<file path="config.mk">
export PLATFORM = sky130hd
export DESIGN_NAME = nibble_loader
export DESIGN_NICKNAME = d
export VERILOG_FILES = /design/src/rtl/nibble_loader.sv
export SDC_FILE = /design/constraint.sdc
export NUM_CORES = 1
export LEC_CHECK = 0
export ABC_AREA = 1
export BUFFER_PORTS_ARGS = -buffer_cell sky130_fd_sc_hd__buf_2
export CORE_ASPECT_RATIO = 0.9
export CORE_UTILIZATION = 60
export CTS_CLUSTER_DIAMETER = 200
export DETAILED_ROUTE_END_ITERATION = 12
export GPL_ROUTABILITY_DRIVEN = 0
export PLACE_DENSITY = 0.86
export SLEW_MARGIN = 20
export SYNTH_ARGS = -nofsm -noshare
export SYNTH_HDL_FRONTEND = slang
export SYNTH_SLANG_ARGS = --single-unit
</file>
<file path="constraint.sdc">
create_clock -name clk -period 4.2 [get_ports clk]
set_input_delay 1.05 -clock clk [delete_from_list [all_inputs] [get_ports clk]]
set_output_delay 1.05 -clock clk [all_outputs]
set_load 0.01 [all_outputs]
</file>
<file path="src/rtl/nibble_loader.sv">
// Operand entry front end: debounces the write/clear buttons and turns each accepted
// write press into a one-cycle nibble write, assembling the 8-slot word for display.
module nibble_loader_debounce #(
    parameter int DEBOUNCE_CYCLES = 500000
) (
    input  logic clk,
    input  logic rst,
    input  logic raw,
    output logic evt
);
    localparam int CNT_W = $clog2(DEBOUNCE_CYCLES);
    localparam logic [CNT_W-1:0] CNT_LAST = CNT_W'(DEBOUNCE_CYCLES - 1);

    logic             sync_p0, sync_p1;
    logic             vld_p0, vld_p1;
    logic [CNT_W-1:0] cnt;
    logic             level, level_q;
    logic             armed;

    always_ff @(posedge clk) begin
        if (rst) begin
            sync_p0 <= 1'b0;
            sync_p1 <= 1'b0;
            vld_p0  <= 1'b0;
            vld_p1  <= 1'b0;
            cnt     <= '0;
            level   <= 1'b0;
            level_q <= 1'b0;
            armed   <= 1'b0;
            evt     <= 1'b0;
        end else begin
            // synchronizer stage, with a valid bit marking when sync_p1 reflects real input
            sync_p0 <= raw;
            sync_p1 <= sync_p0;
            vld_p0  <= 1'b1;
            vld_p1  <= vld_p0;

            // a button held through reset must be seen released before it can fire
            if (vld_p1 && !sync_p1)
                armed <= 1'b1;

            // debounce stage
            if (sync_p1 == level) begin
                cnt <= '0;
            end else if (cnt == CNT_LAST) begin
                level <= sync_p1;
                cnt   <= '0;
            end else begin
                cnt <= cnt + CNT_W'(1);
            end

            // edge stage
            level_q <= level;
            evt     <= level & ~level_q & armed;
        end
    end
endmodule

module nibble_loader #(
    parameter int DEBOUNCE_CYCLES = 500000,
    parameter int SLOTS           = 8
) (
    input  logic                     clk,
    input  logic                     rst,
    input  logic                     btn_wr,
    input  logic                     btn_clr,
    input  logic [3:0]               data_in,
    output logic                     wr_en,
    output logic [$clog2(SLOTS)-1:0] ptr,
    output logic [3:0]               nib_out,
    output logic [4*SLOTS-1:0]       word,
    output logic                     full
);
    localparam int PTR_W = $clog2(SLOTS);
    localparam logic [PTR_W-1:0] PTR_LAST = PTR_W'(SLOTS - 1);

    typedef enum logic [1:0] {
        S_IDLE,
        S_PULSE,
        S_FULL
    } state_t;

    state_t state;
    logic   wr_evt;
    logic   clr_evt;

    nibble_loader_debounce #(
        .DEBOUNCE_CYCLES(DEBOUNCE_CYCLES)
    ) u_db_wr (
        .clk (clk),
        .rst (rst),
        .raw (btn_wr),
        .evt (wr_evt)
    );

    nibble_loader_debounce #(
        .DEBOUNCE_CYCLES(DEBOUNCE_CYCLES)
    ) u_db_clr (
        .clk (clk),
        .rst (rst),
        .raw (btn_clr),
        .evt (clr_evt)
    );

    // output register stage; clear outranks a simultaneous write
    always_ff @(posedge clk) begin
        if (rst) begin
            state   <= S_IDLE;
            wr_en   <= 1'b0;
            ptr     <= '0;
            nib_out <= '0;
            word    <= '0;
            full    <= 1'b0;
        end else if (clr_evt) begin
            state   <= S_IDLE;
            wr_en   <= 1'b0;
            ptr     <= '0;
            nib_out <= '0;
            word    <= '0;
            full    <= 1'b0;
        end else begin
            case (state)
                S_IDLE: begin
                    if (wr_evt && !full) begin
                        nib_out                <= data_in;
                        word[{ptr, 2'b00} +: 4] <= data_in;
                        wr_en                  <= 1'b1;
                        state                  <= S_PULSE;
                    end
                end
                S_PULSE: begin
                    wr_en <= 1'b0;
                    if (ptr == PTR_LAST) begin
                        ptr   <= '0;
                        full  <= 1'b1;
                        state <= S_FULL;
                    end else begin
                        ptr   <= ptr + PTR_W'(1);
                        state <= S_IDLE;
                    end
                end
                S_FULL: begin
                    wr_en <= 1'b0;
                end
                default: begin
                    state <= S_IDLE;
                    wr_en <= 1'b0;
                end
            endcase
        end
    end
endmodule

</file>
---- Yosys cells after proc, flatten, opt, wreduce, memory -nomap -nowiden ----
Index checks and enable logic that the tools add are counted.
storage, ports and cells
  flip-flop bits (word level) ............. 95
  bits in latches ......................... 0
  RAM bits ................................ 0
  memory bits (read-only) ................. 0
  bits of input ports ..................... 8
  output and inout bits ................... 41
  word-level logic and storage cells ...... 68
  memories ................................ 0
cells by class
  add/subtract/negate cells ............... 4
  $mul .................................... 0
  divide/modulo/power cells ............... 0
  magnitude comparators ................... 0
  equal/unequal tests ..................... 8
  shift-type cells ........................ 2
  mux-type cells .......................... 6
  bitwise logic cells ..................... 10
  reductions and logical operators ........ 16
operator list
  kind                      number
  $add A19 B1 Y19 const B   2
  $eq A19 B19 Y1 const B    2
  $bwmux W32                1
  $shift A4 B7 Y32 const A  1
  $shiftx A4 B7 Y32         1
  $reduce_and A2 Y1         5
  $reduce_or A3 Y1          3
  $neg A5 Y7                1
  $not A1 Y1                6
  $pmux W2 S3               1
  $and A1 B1 Y1             4
  $mux W2                   2
  $add A3 B1 Y3 const B     1
  $eq A3 B3 Y1 const B      1
  $logic_and A1 B1 Y1       3
  $logic_not A1 Y1          3
  $mux W3                   1
  $eq A1 B1 Y1              2
  $eq A2 B1 Y1 const B      1
  $eq A2 B2 Y1 const B      1
  $logic_not A2 Y1          1
  $ne A2 B2 Y1 const B      1
  $reduce_or A2 Y1          1
  $mux W1                   1

---- Longest topological paths before layout ----
Gate-level depths: netlist of the first run.
  depth after elaboration ................. 4
  depth in mapped cells ................... 10
  depth with buffers taken out ............ 10

---- By module ----
Synthesis of the first run repeated with hierarchy kept, for this count alone.
second synthesis, totals
  cell total of the unflattened synthesis .. 686
  area, all modules ....................... 4,616.9 um^2
modules (own cells, without submodules)
  module                  times used  cells each  area an instance (um^2)  seq. area each (um^2)
  nibble_loader_debounce  2           191         1,296.2                  540.5
  nibble_loader           1           304         2,024.4                  860.8

---- Worst setup path after synthesis of the first run ----
No wires, ideal clock.
  path type ............................... reg-to-reg
  start ................................... reg ptr[0]
  end ..................................... reg word[0]
  library setup time ...................... 0.132 ns
  data arrival time ....................... 1.844 ns
  required time ........................... 4.068 ns
  slack ................................... 2.223 ns
  stages on the path, launching flop included .. 10
  path buffers ............................ 0
  clock period less this slack ............ 1.977 ns
  path through ............................ dfxtp_1 inv_2 ha_1 ha_1 inv_1 nand3_1 nor2_1 nand2_1 nand2_1 a21oi_1
between the ends
  word-level cells in the longest chain between the ends .. 3
  elaborated cells on any way between the ends .. 4
  those cells by class .................... add/sub (1); shift (2); mux (1)
RTL lines
  element                                                RTL line  source
  start, declared                                        69        output logic [$clog2(SLOTS)-1:0] ptr,
  start signal, assigned                                 138       ptr <= ptr + PTR_W'(1);
  $neg A5 Y7 (*)                                         126       word[{ptr, 2'b00} +: 4] <= data_in;
  $shiftx A4 B7 Y32 or $shift A4 B7 Y32 (tied branches)  126
  $bwmux W32 (*)                                         126
  end signal, assigned by index                          126
  end, declared                                          71        output logic [4*SLOTS-1:0] word,
Mark *: on every way between the ends. The rest lies on a longest branch, timed or not.
A chain may end at the register's enable or synchronous reset.

---- Worst setup path after layout of the first run ----
  start ................................... reg ptr[0]
  end ..................................... reg word[2]
The elaborated chain is that of the path after synthesis.

==> results.json, run 1 <==
{
  "die-area_mm2": 0.00750,
  "synthDominantCellAreaShare": 0.443,
  "final.setup.tns_ps": 0,
  "route.antenna.remaining_nets": 0,
  "worst_pin_slew_ps": 582,
  "core_mm2": 0.00676,
  "post_cts_buffers": 0,
  "vdd.ir_drop.worst_mv": 0.240,
  "io_pins": 49,
  "cts_resized": 0,
  "synth_edf_count": 0,
  "floorplan.die.width_um": 91.2,
  "synth_simple_gate_area_frac": 0.353,
  "cts_root_buf": "sky130_fd_sc_hd__clkbuf_8",
  "grt_pass1_wl_um": 15300,
  "die_h_um": 82.3,
  "netlist_instances": 602,
  "skew_ps": 4.41,
  "critPathCaptureType": "register",
  "num_antenna_cells": 0,
  "route.vias.total": 3905,
  "report.final.hold_viol_count": 0,
  "cts_tree": "built",
  "cp-endpoint": "word[2]$_SDFFE_PP0P_",
  "arrival_ps": 2550,
  "drv.max_cap_violation_count": 0,
  "worst_reg2reg_path_endpoint": "word[2]$_SDFFE_PP0P_",
  "initial_core_util": 0.635,
  "worstSkewPairLatency_ps": 360,
  "synth.distinct_cells": 31,
  "synth_area_leaders": "sky130_fd_sc_hd__dfxtp_1, sky130_fd_sc_hd__nor2_1, sky130_fd_sc_hd__nand2_1",
  "cp-start-kind": "register",
  "p_leak_nw": 1.89,
  "synth_fp_nets": 617,
  "synth-seq-area-share": 0.443,
  "numCtsBuffers": 9,
  "finalWorstPathRequiredPeriod_ps": 2320,
  "detailedPlacementHpwl_um": 6680,
  "clock_tree.htree_level_count": 3,
  "final_util": 0.713,
  "vias_in_the_first_global_route": 3522,
  "clk_pin_slew_ps": 90,
  "combinational_family_with_the_most_area_after_synthesis": "simple AND/OR/NAND/NOR gates",
  "cts_hold_repair.buffers": 0,
  "compound_gate_fraction_of_synth_area": 0.0786,
  "synth.yosys.warnings": 0,
  "rsz0062_at_grt": "false",
  "final_nets": 669,
  "result_of_the_run": "finished clean",
  "routed_wirelength_um": 9220,
  "max-clock-path-buffers": 2,
  "drt_first_iter_violations": 169,
  "reg2reg_from": "ptr[0]$_SDFFE_PP0P_",
  "post_synth_fa_ha_maj_area_fraction": 0.0204,
  "crit_type": "reg -> reg",
  "grt_start_max_net_pins": 29,
  "worst-path-max-fanout": 7,
  "setup.reg_to_reg.worst_slack_ps": 1880,
  "proportion_of_synthesized_flip_flops_having_asynchronous_set_or_reset": 0,
  "detailedRoute.firstPassIterationCount": 5,
  "layout_worst_path_cycle_share": 0.553,
  "dpl_worst_slack_ps": 1970,
  "grt_antenna_before_repair": 0,
  "worst-r2r-cell-count": 9,
  "avgRoutedWirePerCell_um": 12.3,
  "vias_per_cell": 5.21,
  "setup_ws_ps": 1880,
  "synth_area_mm2": 0.00430,
  "globalRoute.totalOverflow": 0,
  "design_power_total_mw": 1.61,
  "synth-xor-area-share": 0.0265,
  "area_growth_syn_to_layout_pct": 12.2,
  "min_path_type": "reg -> reg",
  "detail_route.drc_violations": 0,
  "layout-drive-gt1-share": 0.161,
  "port_buffers": 48,
  "yosys-top-cells-count": "sky130_fd_sc_hd__nor2_1, sky130_fd_sc_hd__nand2_1, sky130_fd_sc_hd__dfxtp_1, sky130_fd_sc_hd__inv_1, sky130_fd_sc_hd__a21oi_1",
  "fp-row-count": 28,
  "clock_sinks": 95,
  "finalMaxSlewViolations": 0,
  "synth.mux.area_fraction": 0,
  "power_per_cell_area_mw_per_mm2": 333,
  "synthMostInstantiatedCell": "sky130_fd_sc_hd__nor2_1",
  "setup_viol": 0,
  "timing.critical_path.from": "ptr[0]$_SDFFE_PP0P_",
  "worstPathRequired_ps": 4430,
  "achievable-frequency_mhz": 431,
  "dominantRegCellSynth": "sky130_fd_sc_hd__dfxtp_1",
  "cell_type_with_the_highest_aggregate_area_in_the_netlist": "sky130_fd_sc_hd__dfxtp_1",
  "grtUsageTotal": 0.259,
  "fillerInstances": 551,
  "yosys_register_bits": 95,
  "syn-mean-instance-area_um2": 7.14,
  "slew_headroom": 0.611
}
[layer usage]
metal / wire length [µm] / vias to the layer above / GRT usage
met4: 136 / 0 / 0.0778
met5: 0 / - / 0
li1: - / 1986 / -
met3: 671 / 11 / 0.0659
met2: 4460 / 153 / 0.480
met1: 3940 / 1755 / 0.301
[area by class of cell]
class	count	area, µm²	area share
Multi-Input combinational cell	425	2060	0.427
Sequential cell	95	1900	0.395
Inverter	74	278	0.0576
Timing Repair Buffer	49	248	0.0514
Clock buffer	11	141	0.0293
Tap cell	90	113	0.0234
Clock inverter	5	81.3	0.0169
[sequential cells by signal, indices dropped and copies added (netlist names), 2 cells and up]
name,cells
state,2
nib_out,4
ptr,3
word,32
u_db_wr.cnt,19
u_db_clr.cnt,19
[critical path, stage by stage, from the launching register on]
cell and delay (ps):
sky130_fd_sc_hd__dfxtp_1 530, sky130_fd_sc_hd__inv_2 110, sky130_fd_sc_hd__ha_1 240, sky130_fd_sc_hd__ha_1 360, sky130_fd_sc_hd__inv_1 170, sky130_fd_sc_hd__nand3_1 90, sky130_fd_sc_hd__nor2_1 310, sky130_fd_sc_hd__nand2_1 190
sky130_fd_sc_hd__nand2_1 120, sky130_fd_sc_hd__a21oi_1 70
[worst min-delay path by stage]
stage / from / end / slack [ps] / cells after the start
global route: u_db_clr.sync_p0$_SDFF_PP0_ / u_db_clr.sync_p1$_SDFF_PP0_ / 420 / 2
detailed placement: u_db_clr.level_q$_SDFF_PP0_ / u_db_clr.evt$_SDFF_PP0_ / 390 / 1
finish: u_db_clr.level_q$_SDFF_PP0_ / u_db_clr.evt$_SDFF_PP0_ / 410 / 1
CTS: u_db_clr.level_q$_SDFF_PP0_ / u_db_clr.evt$_SDFF_PP0_ / 400 / 1
floorplan: u_db_clr.level_q$_SDFF_PP0_ / u_db_clr.evt$_SDFF_PP0_ / 370 / 1
global placement: u_db_clr.level_q$_SDFF_PP0_ / u_db_clr.evt$_SDFF_PP0_ / 380 / 1
[kinds of logic after synthesis]
kind of cell	after synthesis
compound gates	65
xor+xnor	13
fa+ha+maj	7
buf+inv	82
flops	95
simple gates	340
[per-stage QoR]
stage | std cells | hold WS, ps | area, µm²
global route | 749 | 421 | 4820
global placement | 733 | 381 | 4600
finish | 749 | 406 | 4820
floorplan | 602 | 373 | 4300
CTS | 749 | 403 | 4820
detailed placement | 733 | 390 | 4600
[power by group]
part	leakage, nW	switching, mW	internal (mW)	total [mW]
Clock	0.110	0.315	0.352	0.667
Sequential	0.767	0.00192	0.904	0.906
Combinational	1.01	0.0230	0.00915	0.0321
[cells in the final DEF, fill, tap and decap left out, types with 7 or more instances in the layout]
cell type	n
sky130_fd_sc_hd__nand4_1	9
sky130_fd_sc_hd__nor2_1	133
sky130_fd_sc_hd__nand2_1	122
sky130_fd_sc_hd__a21oi_1	34
sky130_fd_sc_hd__inv_1	66
sky130_fd_sc_hd__dfxtp_1	95
sky130_fd_sc_hd__nand3_2	8
sky130_fd_sc_hd__ha_1	7
sky130_fd_sc_hd__nand3_1	28
sky130_fd_sc_hd__xor2_1	9
sky130_fd_sc_hd__clkbuf_8	10
sky130_fd_sc_hd__o21ai_0	24
sky130_fd_sc_hd__nor2_2	15
sky130_fd_sc_hd__buf_2	48
(Power assumes the default switching activity.)
==> run 2, diff against run 1 <==
- CORE_UTILIZATION: 60 -> 58
- PLACE_DENSITY: 0.86 -> 0.83
- clock period: 4.2 -> 2.4 ns (I/O delays scaled with it)
==> results.json, run 2 (synthesized netlist as in run 1, its figures left out) <==
{
  "result_of_the_run": "finished clean",
  "timing.critical_path.max_delay_family": "simple AND/OR/NAND/NOR gates",
  "fp-row-count": 29,
  "io_pins": 49,
  "max-clock-path-buffers": 2,
  "clock_sinks": 95,
  "layout-drive-gt1-share": 0.161,
  "most_frequent_cells_in_the_layout": "sky130_fd_sc_hd__nor2_1, sky130_fd_sc_hd__nand2_1, sky130_fd_sc_hd__dfxtp_1",
  "report.final.hold_viol_count": 0,
  "drt_first_iter_violations": 244,
  "fin_cells": 752,
  "leading_cell_type_in_the_layout_fill_and_taps_excluded": "sky130_fd_sc_hd__nor2_1",
  "power_per_cell_area_mw_per_mm2": 542,
  "largest_register_ff_count": 32,
  "timing.critical_path.from": "ptr[0]$_SDFFE_PP0P_",
  "dpl.cell_count": 736,
  "final_util": 0.671,
  "core_mm2": 0.00711,
  "crit_path_top_delay_cell": "sky130_fd_sc_hd__dfxtp_1",
  "crit_chain": "inv_2 > ha_1 > ha_1 > inv_1 > nand3_1 > nor2_1 > nand2_1 > nand2_1 > a21oi_1",
  "slew_headroom": 0.632,
  "final.setup.tns_ps": 0,
  "worst-path-stages": 9,
  "cts_resized": 0,
  "dpl_worst_slack_ps": 220,
  "final_nets": 669,
  "worst-path-max-fanout": 7,
  "achievable-frequency_mhz": 457,
  "worst-r2r-cell-count": 9,
  "grt_pass1_wl_um": 14900,
  "post_cts_buffers": 0,
  "num_antenna_cells": 0,
  "globalRoute.totalOverflow": 0,
  "layout_worst_path_cycle_share": 0.912,
  "grt_antenna_before_repair": 0,
  "drv.max_cap_violation_count": 0,
  "avgRoutedWirePerCell_um": 11.2,
  "vias_per_cell": 4.96,
  "detailedPlacementHpwl_um": 6350,
  "routed_wirelength_um": 8440,
  "worstSkewPairLatency_ps": 360,
  "die_h_um": 83.6,
  "detail_route.drc_violations": 0,
  "register_area_mm2": 0.00190,
  "detailedRoute.firstPassIterationCount": 4,
  "design_power_total_mw": 2.59,
  "reg2reg_from": "ptr[0]$_SDFFE_PP0P_",
  "port_buffers": 48,
  "die-area_mm2": 0.00775,
  "cp-endpoint": "word[1]$_SDFFE_PP0P_",
  "clk_pin_slew_ps": 90,
  "setup_viol": 0,
  "min_path_type": "reg -> reg",
  "vdd.ir_drop.worst_mv": 0.424,
  "finalWorstPathRequiredPeriod_ps": 2190,
  "arrival_ps": 2430,
  "setup_ws_ps": 211,
  "route.vias.total": 3731,
  "largest-register": "word",
  "finalMaxSlewViolations": 0,
  "multiInputGateArea_mm2": 0.00206,
  "worstPathRequired_ps": 2640,
  "cts_hold_repair.buffers": 0,
  "floorplan.die.width_um": 92.7,
  "route.antenna.remaining_nets": 0,
  "initial_core_util": 0.604,
  "rsz0062_at_grt": "false",
  "skew_ps": 12.6,
  "vias_in_the_first_global_route": 3573,
  "cp-start-kind": "register",
  "clock_tree.htree_level_count": 3,
  "reg_top3": "word x32, u_db_clr.cnt x19, u_db_wr.cnt x19",
  "grt_start_max_net_pins": 29,
  "cts_root_buf": "sky130_fd_sc_hd__clkbuf_8",
  "area_growth_syn_to_layout_pct": 11.2,
  "grtUsageTotal": 0.238,
  "max_stage_delay_ps": 510,
  "hold_path_depth": 1,
  "cts_tree": "built",
  "crit_buf_inv": 2,
  "critPathCaptureType": "register",
  "numCtsBuffers": 9,
  "worst_reg2reg_path_endpoint": "word[1]$_SDFFE_PP0P_",
  "fillerInstances": 639,
  "worst_pin_slew_ps": 551,
  "setup.reg_to_reg.worst_slack_ps": 210,
  "p_leak_nw": 1.87,
  "crit_type": "reg -> reg"
}
==> run 2: cell types whose count changed in the layout (fill, tap and decap cells not counted) <==
cell / change
sky130_fd_sc_hd__bufinv_16: -2
sky130_fd_sc_hd__clkinv_2: +2
sky130_fd_sc_hd__clkinvlp_4: -1
sky130_fd_sc_hd__inv_6: +1
==> run 2: layer usage <==
| layer | track usage | vias up | wire, µm |
|---|---|---|---|
| met4 | 0.0783 | 0 | 116 |
| li1 | - | 1986 | - |
| met5 | 0 | - | 0 |
| met2 | 0.408 | 107 | 4030 |
| met1 | 0.286 | 1627 | 3780 |
| met3 | 0.0692 | 11 | 513 |
==> run 2: area by class of cell <==
| type | instances | share of cell area |
|---|---|---|
| Tap cell | 93 | 0.0244 |
| Multi-Input combinational cell | 425 | 0.431 |
| Clock inverter | 5 | 0.00681 |
| Timing Repair Buffer | 49 | 0.0519 |
| Clock buffer | 11 | 0.0296 |
| Inverter | 74 | 0.0582 |
| Sequential cell | 95 | 0.398 |
==> run 2: worst min path at each step <==
stage	from	slack [ps]	to
2_1_floorplan	u_db_clr.level_q$_SDFF_PP0_	370	u_db_clr.evt$_SDFF_PP0_
5_1_grt	u_db_wr.level_q$_SDFF_PP0_	420	u_db_wr.evt$_SDFF_PP0_
6_report	u_db_wr.level_q$_SDFF_PP0_	400	u_db_wr.evt$_SDFF_PP0_
3_3_place_gp	u_db_clr.level_q$_SDFF_PP0_	380	u_db_clr.evt$_SDFF_PP0_
4_1_cts	u_db_wr.level_q$_SDFF_PP0_	400	u_db_wr.evt$_SDFF_PP0_
3_5_place_dp	u_db_wr.level_q$_SDFF_PP0_	380	u_db_wr.evt$_SDFF_PP0_
==> run 2: power breakdown <==
group	switching [mW]	internal (mW)	total (mW)	leakage [nW]
registers	0.00337	1.58	1.59	0.767
logic	0.0383	0.0160	0.0543	1.01
clock network	0.543	0.406	0.949	0.0935
==> run 2: through the flow <==
step / cell area [µm²] / hold slack (ps)
CTS: 4770 / 399
global placement: 4600 / 381
floorplan: 4300 / 373
finish: 4770 / 398
global route: 4770 / 422
detailed placement: 4600 / 382
==> run 3, diff against run 2 <==
- CORE_UTILIZATION: 58 -> 52
- PLACE_DENSITY: 0.83 -> 0.79
- TNS_END_PERCENT: not set -> 1
- clock period: 2.4 -> 2.01 ns (I/O delays scaled with it)
==> results.json, run 3 (synthesized netlist as in run 1, its figures left out) <==
{
  "grt_start_max_net_pins": 28,
  "fillerInstances": 757,
  "finalWorstPathRequiredPeriod_ps": 1860,
  "reg_top3": "word x32, u_db_clr.cnt x19, u_db_wr.cnt x19",
  "vias_per_cell": 5.01,
  "cts_hold_repair.buffers": 0,
  "drt_first_iter_violations": 121,
  "crit_path_top_delay_cell": "sky130_fd_sc_hd__dfxtp_1",
  "slew_headroom": 0.694,
  "core_mm2": 0.00803,
  "crit_type": "reg -> reg",
  "design_power_total_mw": 3.14,
  "timing.critical_path.max_delay_family": "simple AND/OR/NAND/NOR gates",
  "avgRoutedWirePerCell_um": 11.3,
  "worstSkewPairLatency_ps": 360,
  "grtUsageTotal": 0.215,
  "final_area_mm2": 0.00484,
  "io_pins": 49,
  "clock_tree.htree_level_count": 3,
  "route.antenna.remaining_nets": 0,
  "grt_antenna_before_repair": 0,
  "power_per_cell_area_mw_per_mm2": 649,
  "initial_core_util": 0.535,
  "vdd.ir_drop.worst_mv": 0.426,
  "crit_buf_inv": 2,
  "setup_ws_ps": 149,
  "detailedRoute.firstPassIterationCount": 8,
  "detailedPlacementHpwl_um": 6470,
  "worstPathRequired_ps": 2230,
  "globalRoute.totalOverflow": 0,
  "multiInputGateArea_mm2": 0.00207,
  "die_h_um": 88.2,
  "postPlaceCellArea_mm2": 0.00465,
  "final_nets": 674,
  "worst_pin_slew_ps": 458,
  "fin_cells": 763,
  "result_of_the_run": "complete, but fails checks",
  "vias_in_the_first_global_route": 3617,
  "cp-start-kind": "register",
  "route.vias.total": 3820,
  "dpl_worst_slack_ps": 65.9,
  "routed_wirelength_um": 8660,
  "numCtsBuffers": 9,
  "setup_viol": 0,
  "worst-path-max-fanout": 5,
  "largest_register_ff_count": 32,
  "drv.max_cap_violation_count": 0,
  "max-clock-path-buffers": 2,
  "cts_resized": 0,
  "p_leak_nw": 1.90,
  "cts_root_buf": "sky130_fd_sc_hd__clkbuf_8",
  "detail_route.drc_violations": 14,
  "clk_pin_slew_ps": 80,
  "register_area_mm2": 0.00190,
  "dpl.cell_count": 747,
  "min_path_type": "in -> reg",
  "most_frequent_cells_in_the_layout": "sky130_fd_sc_hd__nor2_1, sky130_fd_sc_hd__nand2_1, sky130_fd_sc_hd__dfxtp_1",
  "finalMaxSlewViolations": 0,
  "critPathCaptureType": "register",
  "post_cts_buffers": 0,
  "layout-drive-gt1-share": 0.169,
  "layout_worst_path_cycle_share": 0.926,
  "die-area_mm2": 0.00863,
  "largest-register": "word",
  "floorplan.die.width_um": 97.8,
  "max_stage_delay_ps": 370,
  "clock_sinks": 95,
  "fp-row-count": 31,
  "crit_chain": "inv_1 > ha_1 > ha_1 > inv_1 > nand3_1 > nor2_4 > nand2_1 > nand2_1 > a21oi_1",
  "port_buffers": 48,
  "report.final.hold_viol_count": 0,
  "achievable-frequency_mhz": 537,
  "cts_tree": "built",
  "arrival_ps": 2090,
  "failed_checks": "DRC",
  "area_growth_syn_to_layout_pct": 12.7,
  "grt_pass1_wl_um": 15000,
  "skew_ps": 9.65,
  "num_antenna_cells": 0,
  "leading_cell_type_in_the_layout_fill_and_taps_excluded": "sky130_fd_sc_hd__nor2_1"
}
[run 3: power breakdown]
part / switching, mW / internal, mW / total [mW]
combinational: 0.0462 / 0.0204 / 0.0667
clock: 0.629 / 0.554 / 1.18
sequential: 0.00392 / 1.89 / 1.89
total: 0.679 / 2.46 / 3.14
[run 3: path summary, 6_finish.rpt]
path	start	end	slack [ps]	cells after the start
setup / recovery	ptr[1]$_SDFFE_PP0P_	word[1]$_SDFFE_PP0P_	150	9
hold / removal	rst	u_db_wr.vld_p0$_DFF_P_	340	2
setup reg to reg	ptr[1]$_SDFFE_PP0P_	word[1]$_SDFFE_PP0P_	150	9
hold reg to reg	u_db_wr.level_q$_SDFF_PP0_	u_db_wr.evt$_SDFF_PP0_	400	1
[run 3: area by class of cell]
cell class | instances | share of cell area
Tap cell | 99 | 0.0256
Clock buffer | 14 | 0.0357
Timing Repair Buffer | 54 | 0.0589
Multi-Input combinational cell | 425 | 0.427
Sequential cell | 95 | 0.393
Inverter | 74 | 0.0574
Clock inverter | 2 | 0.00284
[run 3: per-layer routing]
| metal | track usage | vias to the layer above | share of wire |
|---|---|---|---|
| met5 | 0 | - | 0 |
| met4 | 0.0813 | 0 | 0.020 |
| met3 | 0.0506 | 20 | 0.047 |
| met2 | 0.389 | 87 | 0.47 |
| met1 | 0.253 | 1712 | 0.46 |
| li1 | - | 2001 | - |
[run 3: worst register-to-register path, delay by kind of cell, from the launching register on]
family	cells	cell delay (ps)
simple gates	4	560
flops	1	370
buf+inv	2	250
compound gates	1	60
fa+ha+maj	2	500
[run 3: per-stage QoR]
| stage | util | TNS, ps | hold WS [ps] |
|---|---|---|---|
| floorplan | - | 0 | 373 |
| global placement | 0.579 | 0 | 381 |
| detailed placement | 0.579 | 0 | 385 |
| CTS | 0.602 | 0 | 327 |
| global route | 0.603 | -29.7 | 329 |
| finish | 0.603 | 0 | 343 |
